==> src/rtl/fetch_decode_regs.sv <==
// PC register plus IF/ID and ID/EX pipeline registers, with saturating stall/flush debug counters.
// Latency: one cycle per register; every output comes straight from a flop (or a fixed field of one).
// Backpressure: stall_pc_i holds PC, stall_id_i holds IF/ID; flush inputs insert all-zero bubbles.
//
// Ports:
//   clk, rst_n                       clock, asynchronous active-low reset
//   instr_i                          IMEM data for the current pc_o
//   stall_pc_i, stall_id_i           hazard-unit hold requests for PC and IF/ID
//   flush_ifid_i, flush_idex_i       hazard-unit bubble requests for IF/ID and ID/EX
//   pcsel_i/branch_target_i          taken branch resolved in ID
//   jump_i/jump_target_i             jump in ID (wins over a branch)
//   id_*_i                           decoded ID-stage fields loaded into ID/EX
//   pc_o, ifid_*_o, idex_*_o         register outputs
//   stall_cnt_o, flush_cnt_o         saturating debug counters
module fetch_decode_regs #(
    parameter logic [31:0] RESET_PC = 32'h0000_3000,
    parameter int          CNT_W    = 16
) (
    input  logic             clk,
    input  logic             rst_n,
    input  logic [31:0]      instr_i,
    input  logic             stall_pc_i,
    input  logic             stall_id_i,
    input  logic             flush_ifid_i,
    input  logic             flush_idex_i,
    input  logic             pcsel_i,
    input  logic [31:0]      branch_target_i,
    input  logic             jump_i,
    input  logic [31:0]      jump_target_i,
    input  logic [4:0]       id_rd_i,
    input  logic             id_regwrite_i,
    input  logic             id_memread_i,
    input  logic             id_memwrite_i,
    input  logic [31:0]      id_rdata1_i,
    input  logic [31:0]      id_rdata2_i,
    input  logic [31:0]      id_imm_i,
    output logic [31:0]      pc_o,
    output logic [31:0]      ifid_instr_o,
    output logic [4:0]       ifid_rs_o,
    output logic [4:0]       ifid_rt_o,
    output logic [31:0]      ifid_pc4_o,
    output logic [4:0]       idex_rs_o,
    output logic [4:0]       idex_rt_o,
    output logic [4:0]       idex_rd_o,
    output logic             idex_regwrite_o,
    output logic             idex_memread_o,
    output logic             idex_memwrite_o,
    output logic [31:0]      idex_rdata1_o,
    output logic [31:0]      idex_rdata2_o,
    output logic [31:0]      idex_imm_o,
    output logic [31:0]      idex_pc4_o,
    output logic [CNT_W-1:0] stall_cnt_o,
    output logic [CNT_W-1:0] flush_cnt_o
);

    typedef struct packed {
        logic [31:0] instr;
        logic [31:0] pc4;
    } ifid_t;

    typedef struct packed {
        logic [4:0]  rs;
        logic [4:0]  rt;
        logic [4:0]  rd;
        logic        regwrite;
        logic        memread;
        logic        memwrite;
        logic [31:0] rdata1;
        logic [31:0] rdata2;
        logic [31:0] imm;
        logic [31:0] pc4;
    } idex_t;

    logic [31:0] pc_q, pc_d, pc_plus4;
    ifid_t       ifid_q, ifid_d;
    idex_t       idex_q, idex_d;
    logic [CNT_W-1:0] stall_cnt_q, flush_cnt_q;

    // Natural 32-bit wrap: 0xFFFF_FFFC + 4 = 0.
    assign pc_plus4 = pc_q + 32'd4;

    always_comb begin
        // Stall dominates any redirect: a redirect computed from unresolved operands is bogus.
        pc_d = pc_plus4;
        if (stall_pc_i)   pc_d = pc_q;
        else if (jump_i)  pc_d = jump_target_i;
        else if (pcsel_i) pc_d = branch_target_i;
    end

    always_comb begin
        // Stall beats flush so a stalled branch/jump stays in ID; the flush lands on release.
        ifid_d = '{instr: instr_i, pc4: pc_plus4};
        if (stall_id_i)        ifid_d = ifid_q;
        else if (flush_ifid_i) ifid_d = '0;
    end

    always_comb begin
        // ID/EX is never held: a load-use stall is "hold IF/ID + bubble ID/EX".
        idex_d = '{rs:       ifid_q.instr[25:21],
                   rt:       ifid_q.instr[20:16],
                   rd:       id_rd_i,
                   regwrite: id_regwrite_i,
                   memread:  id_memread_i,
                   memwrite: id_memwrite_i,
                   rdata1:   id_rdata1_i,
                   rdata2:   id_rdata2_i,
                   imm:      id_imm_i,
                   pc4:      ifid_q.pc4};
        if (flush_idex_i) idex_d = '0;
    end

    always_ff @(posedge clk or negedge rst_n) begin
        if (!rst_n) begin
            pc_q   <= RESET_PC;
            ifid_q <= '0;
            idex_q <= '0;
        end else begin
            pc_q   <= pc_d;
            ifid_q <= ifid_d;
            idex_q <= idex_d;
        end
    end

    // Debug counters stick at all-ones instead of wrapping.
    always_ff @(posedge clk or negedge rst_n) begin
        if (!rst_n) begin
            stall_cnt_q <= '0;
            flush_cnt_q <= '0;
        end else begin
            if (stall_pc_i && (stall_cnt_q != '1))
                stall_cnt_q <= stall_cnt_q + 1'b1;
            if ((flush_ifid_i || flush_idex_i) && (flush_cnt_q != '1))
                flush_cnt_q <= flush_cnt_q + 1'b1;
        end
    end

    assign pc_o            = pc_q;
    assign ifid_instr_o    = ifid_q.instr;
    assign ifid_rs_o       = ifid_q.instr[25:21];
    assign ifid_rt_o       = ifid_q.instr[20:16];
    assign ifid_pc4_o      = ifid_q.pc4;
    assign idex_rs_o       = idex_q.rs;
    assign idex_rt_o       = idex_q.rt;
    assign idex_rd_o       = idex_q.rd;
    assign idex_regwrite_o = idex_q.regwrite;
    assign idex_memread_o  = idex_q.memread;
    assign idex_memwrite_o = idex_q.memwrite;
    assign idex_rdata1_o   = idex_q.rdata1;
    assign idex_rdata2_o   = idex_q.rdata2;
    assign idex_imm_o      = idex_q.imm;
    assign idex_pc4_o      = idex_q.pc4;
    assign stall_cnt_o     = stall_cnt_q;
    assign flush_cnt_o     = flush_cnt_q;

endmodule
==> config.mk <==
export PLATFORM = sky130hd
export DESIGN_NAME = fetch_decode_regs
export DESIGN_NICKNAME = d
export VERILOG_FILES = /design/src/rtl/fetch_decode_regs.sv
export SDC_FILE = /design/constraint.sdc
export NUM_CORES = 1
export LEC_CHECK = 0
export BUFFER_PORTS_ARGS = -buffer_cell sky130_fd_sc_hd__buf_2
export CAP_MARGIN = 30
export CORE_AREA = 2 2 193 195
export CTS_CLUSTER_SIZE = 40
export DETAILED_ROUTE_END_ITERATION = 6
export DIE_AREA = 0 0 195 197
export GPL_ROUTABILITY_DRIVEN = 0
export HOLD_SLACK_MARGIN = 0.02
export PLACE_DENSITY = 0.68
export SETUP_SLACK_MARGIN = 0.5
export SYNTH_ARGS = -nofsm -noshare
export SYNTH_HDL_FRONTEND = slang
export SYNTH_SLANG_ARGS = --single-unit
==> constraint.sdc <==
create_clock -name clk -period 6.6 [get_ports clk]
set_input_delay 0.99 -clock clk [delete_from_list [all_inputs] [get_ports clk]]
set_output_delay 0.99 -clock clk [all_outputs]
set_load 0.02 [all_outputs]
==> results.toml <==
[run_status]
status = "finished clean"

[yosys]
synth_edf_count = 0
yosysUniqueCellTypes = 61
ys.warnings.count = 0
synth_area_leaders = "dfrtp_1 (59%), nor2b_1 (8.1%), nand2_1 (3.2%)"
seq_area_frac_synth_pct = 59.1
synthTopCellsByCount = "dfrtp_1 (272), nor2b_1 (150), nand2_1 (98)"
ys_seq_elements = 274
synthMostInstantiatedCell = "dfrtp_1"
synth_ff_type = "dfrtp_1"
syn_avg_cell_area_um2 = 10.8
synth_top_area_cell = "dfrtp_1"
syn-num-nets = 1285
synth_area_um2 = 11600
syn_inst = 1074
synth_top_area_share_pct = 58.6
ys_async_sr_fraction_pct = 100

[placed_design]
hpwlAfterDp_um = 28600
placed_area_um2 = 14400
portBuffers = 491

[clock_tree]
postCtsSetupBuffers = 0
clkTransAtPathRegs_ns = 0.06
cts_htree_levels = 1
cts_hold_buf = 0
cts_made_buffers = 31
cts_tree = "yes"
clk_latency_ns = 0.57
clock_sinks = 274
cts_buffer_depth = 3
cts_resized = 0
cts-root-buf = "clkbuf_16"

[detailed_routing]
drt_first_pass_iters = 7
m1WireLength_um = 15700
drc = 0
vias = 10100
via_per_inst = 4.99
first_iter_violations = 705
drt-total-wl_um = 39100
antenna_left = 0
dr_wl_met3_um = 3250
wl_per_cell_um = 19.4
wl_met2_um = 19200
highest_layer = "met5"

[sta]
post-route-min-period_ns = 2.61
max_clock_freq_ghz = 0.383
setup_tns_ns = 0
max-slew-margin-rel_pct = 36.5
finalMaxSlewViolations = 0
fin_crit_sh_pct = 39.6
finalHoldViolations = 0
rsz0062_at_grt = "no"
setup_viol = 0
tightest_slew_ns = 0.952
fin_skew_ns = 0.00866

[critical_path]
cp.arrival_ns = 3.11
crit_required_ns = 7.10
r2r_end = "ifid_pc4_o[22]$_DFFE_PN0N_"
crit_path_max_fanout = 8
r2r_start = "pc_o[2]$_DFFE_PN0N_"
startpoint_type = "register"
critPathKind = "register to register"
ff2ff_setup_slack_ns = 3.99
cp-end-kind = "register"
r2r_cells = 5

[finish]
multi_input_area_um2 = 4340
fin_nets = 1732
fillers = 3475
seq_area_um2 = 6860
area_delta_synth_final_pct = 33.6
layout-drive-gt1-share_pct = 37.3
design_area_um2 = 15500

[floorplanning]
ioPinCount = 492
num_rows = 70
core_area_um2 = 36300
fp.dieW_um = 195
die_area_um2 = 38400
fp.dieH_um = 197
initial_utilization_pct = 32.0

[power_and_ir_drop]
p_leak_nw = 7.76
power.total_mw = 4.66
irDropWorstVdd_mv = 0.296
power.density_nw_per_um2 = 300

[grt]
antenna_found_initial = 3
grt_max_degree = 118
grt_usage_pct = 19.7
grt_pass1_vias = 9676
overflow = 0
grt_pass1_wl_um = 59000

[run]
drv_cap = 0

[worst_hold_path]
worst_hold_path_type = "primary input to async pin"
-- through the flow --
stage	worst slack [ns]	hold slack [ns]	util, %	instances
2_1_floorplan	4.24	0.551	-	1074
3_3_place_gp	3.59	0.464	39.6	1953
3_5_place_dp	3.67	0.470	39.7	1955
4_1_cts	4.02	0.485	42.7	2013
5_1_grt	3.89	0.510	42.8	2014
6_report	3.99	0.473	42.8	2016
-- registers in the layout (all words and copies together), names as in the netlist --
name and cells:
ifid_pc4_o 32, idex_memread_o 1, idex_rdata1_o 32, idex_memwrite_o 1, idex_rd_o 5, idex_rs_o 5
idex_regwrite_o 1, flush_cnt_o 16, idex_rt_o 5, pc_o 32, idex_rdata2_o 32, ifid_instr_o 32
stall_cnt_o 16, idex_imm_o 32, idex_pc4_o 32
-- cell families after synthesis --
group,share of synthesized area (%)
AO/OA/AOI/OAI,11.1
multiplexers,0.550
AND/OR/NAND/NOR,22.7
XOR/XNOR,2.72
flip-flops,59.1
buffers and inverters,3.55
adder cells (fa/ha/maj),0.323
-- power by group --
part	internal (mW)	switching [mW]
Sequential	1.84	0.179
Clock	1.09	0.708
Combinational	0.320	0.527
-- worst max path at each step --
stage	to	depth (start not counted)	slack [ns]	startpoint
3_3_place_gp	pc_o[22]$_DFFE_PN0N_	5	3.59	jump_i
4_1_cts	ifid_pc4_o[22]$_DFFE_PN0N_	5	4.02	pc_o[2]$_DFFE_PN0N_
6_report	ifid_pc4_o[22]$_DFFE_PN0N_	5	3.99	pc_o[2]$_DFFE_PN0N_
5_1_grt	ifid_pc4_o[22]$_DFFE_PN0N_	5	3.89	pc_o[2]$_DFFE_PN0N_
3_5_place_dp	pc_o[22]$_DFFE_PN0N_	6	3.67	jump_i
2_1_floorplan	pc_o[11]$_DFFE_PN0N_	7	4.24	pcsel_i
-- cell usage in the layout (no fill, tap or decap), drive strengths merged, types with 12 or more instances in the layout --
cell	instances
nand3	30
and3	17
o21ai	68
dfrtp	272
nor2b	150
nor4	14
nand4	26
nand2b	40
a21oi	21
nor2	30
buf	502
nand2	98
clkbuf	40
inv	12
nor3	22
a22oi	15
xnor2	35
a221o	12
-- routing by layer --
metal | global-route usage, % | vias up
met2 | 33.6 | 511
met5 | 0 | -
met1 | 24.9 | 4842
li1 | - | 4622
met3 | 5.05 | 71
met4 | 4.81 | 4
-- worst max-delay path, stage by stage (launching register included) --
cell	delay (ns)
dfrtp_1	0.55
ha_1	0.34
nand3_1	0.31
or4_1	0.71
or4_1	0.55
nand3_1	0.09
-- layout make-up --
| type | instances | share of cell area (%) |
|---|---|---|
| Timing Repair Buffer | 502 | 16.8 |
| Sequential cell | 274 | 44.2 |
| Clock inverter | 18 | 1.33 |
| Clock buffer | 40 | 5.61 |
| Inverter | 10 | 0.242 |
| Antenna cell | 2 | 0.0323 |
| Multi-Input combinational cell | 702 | 28.0 |
| Tap cell | 468 | 3.78 |
Power figures use the tool's default switching activity.
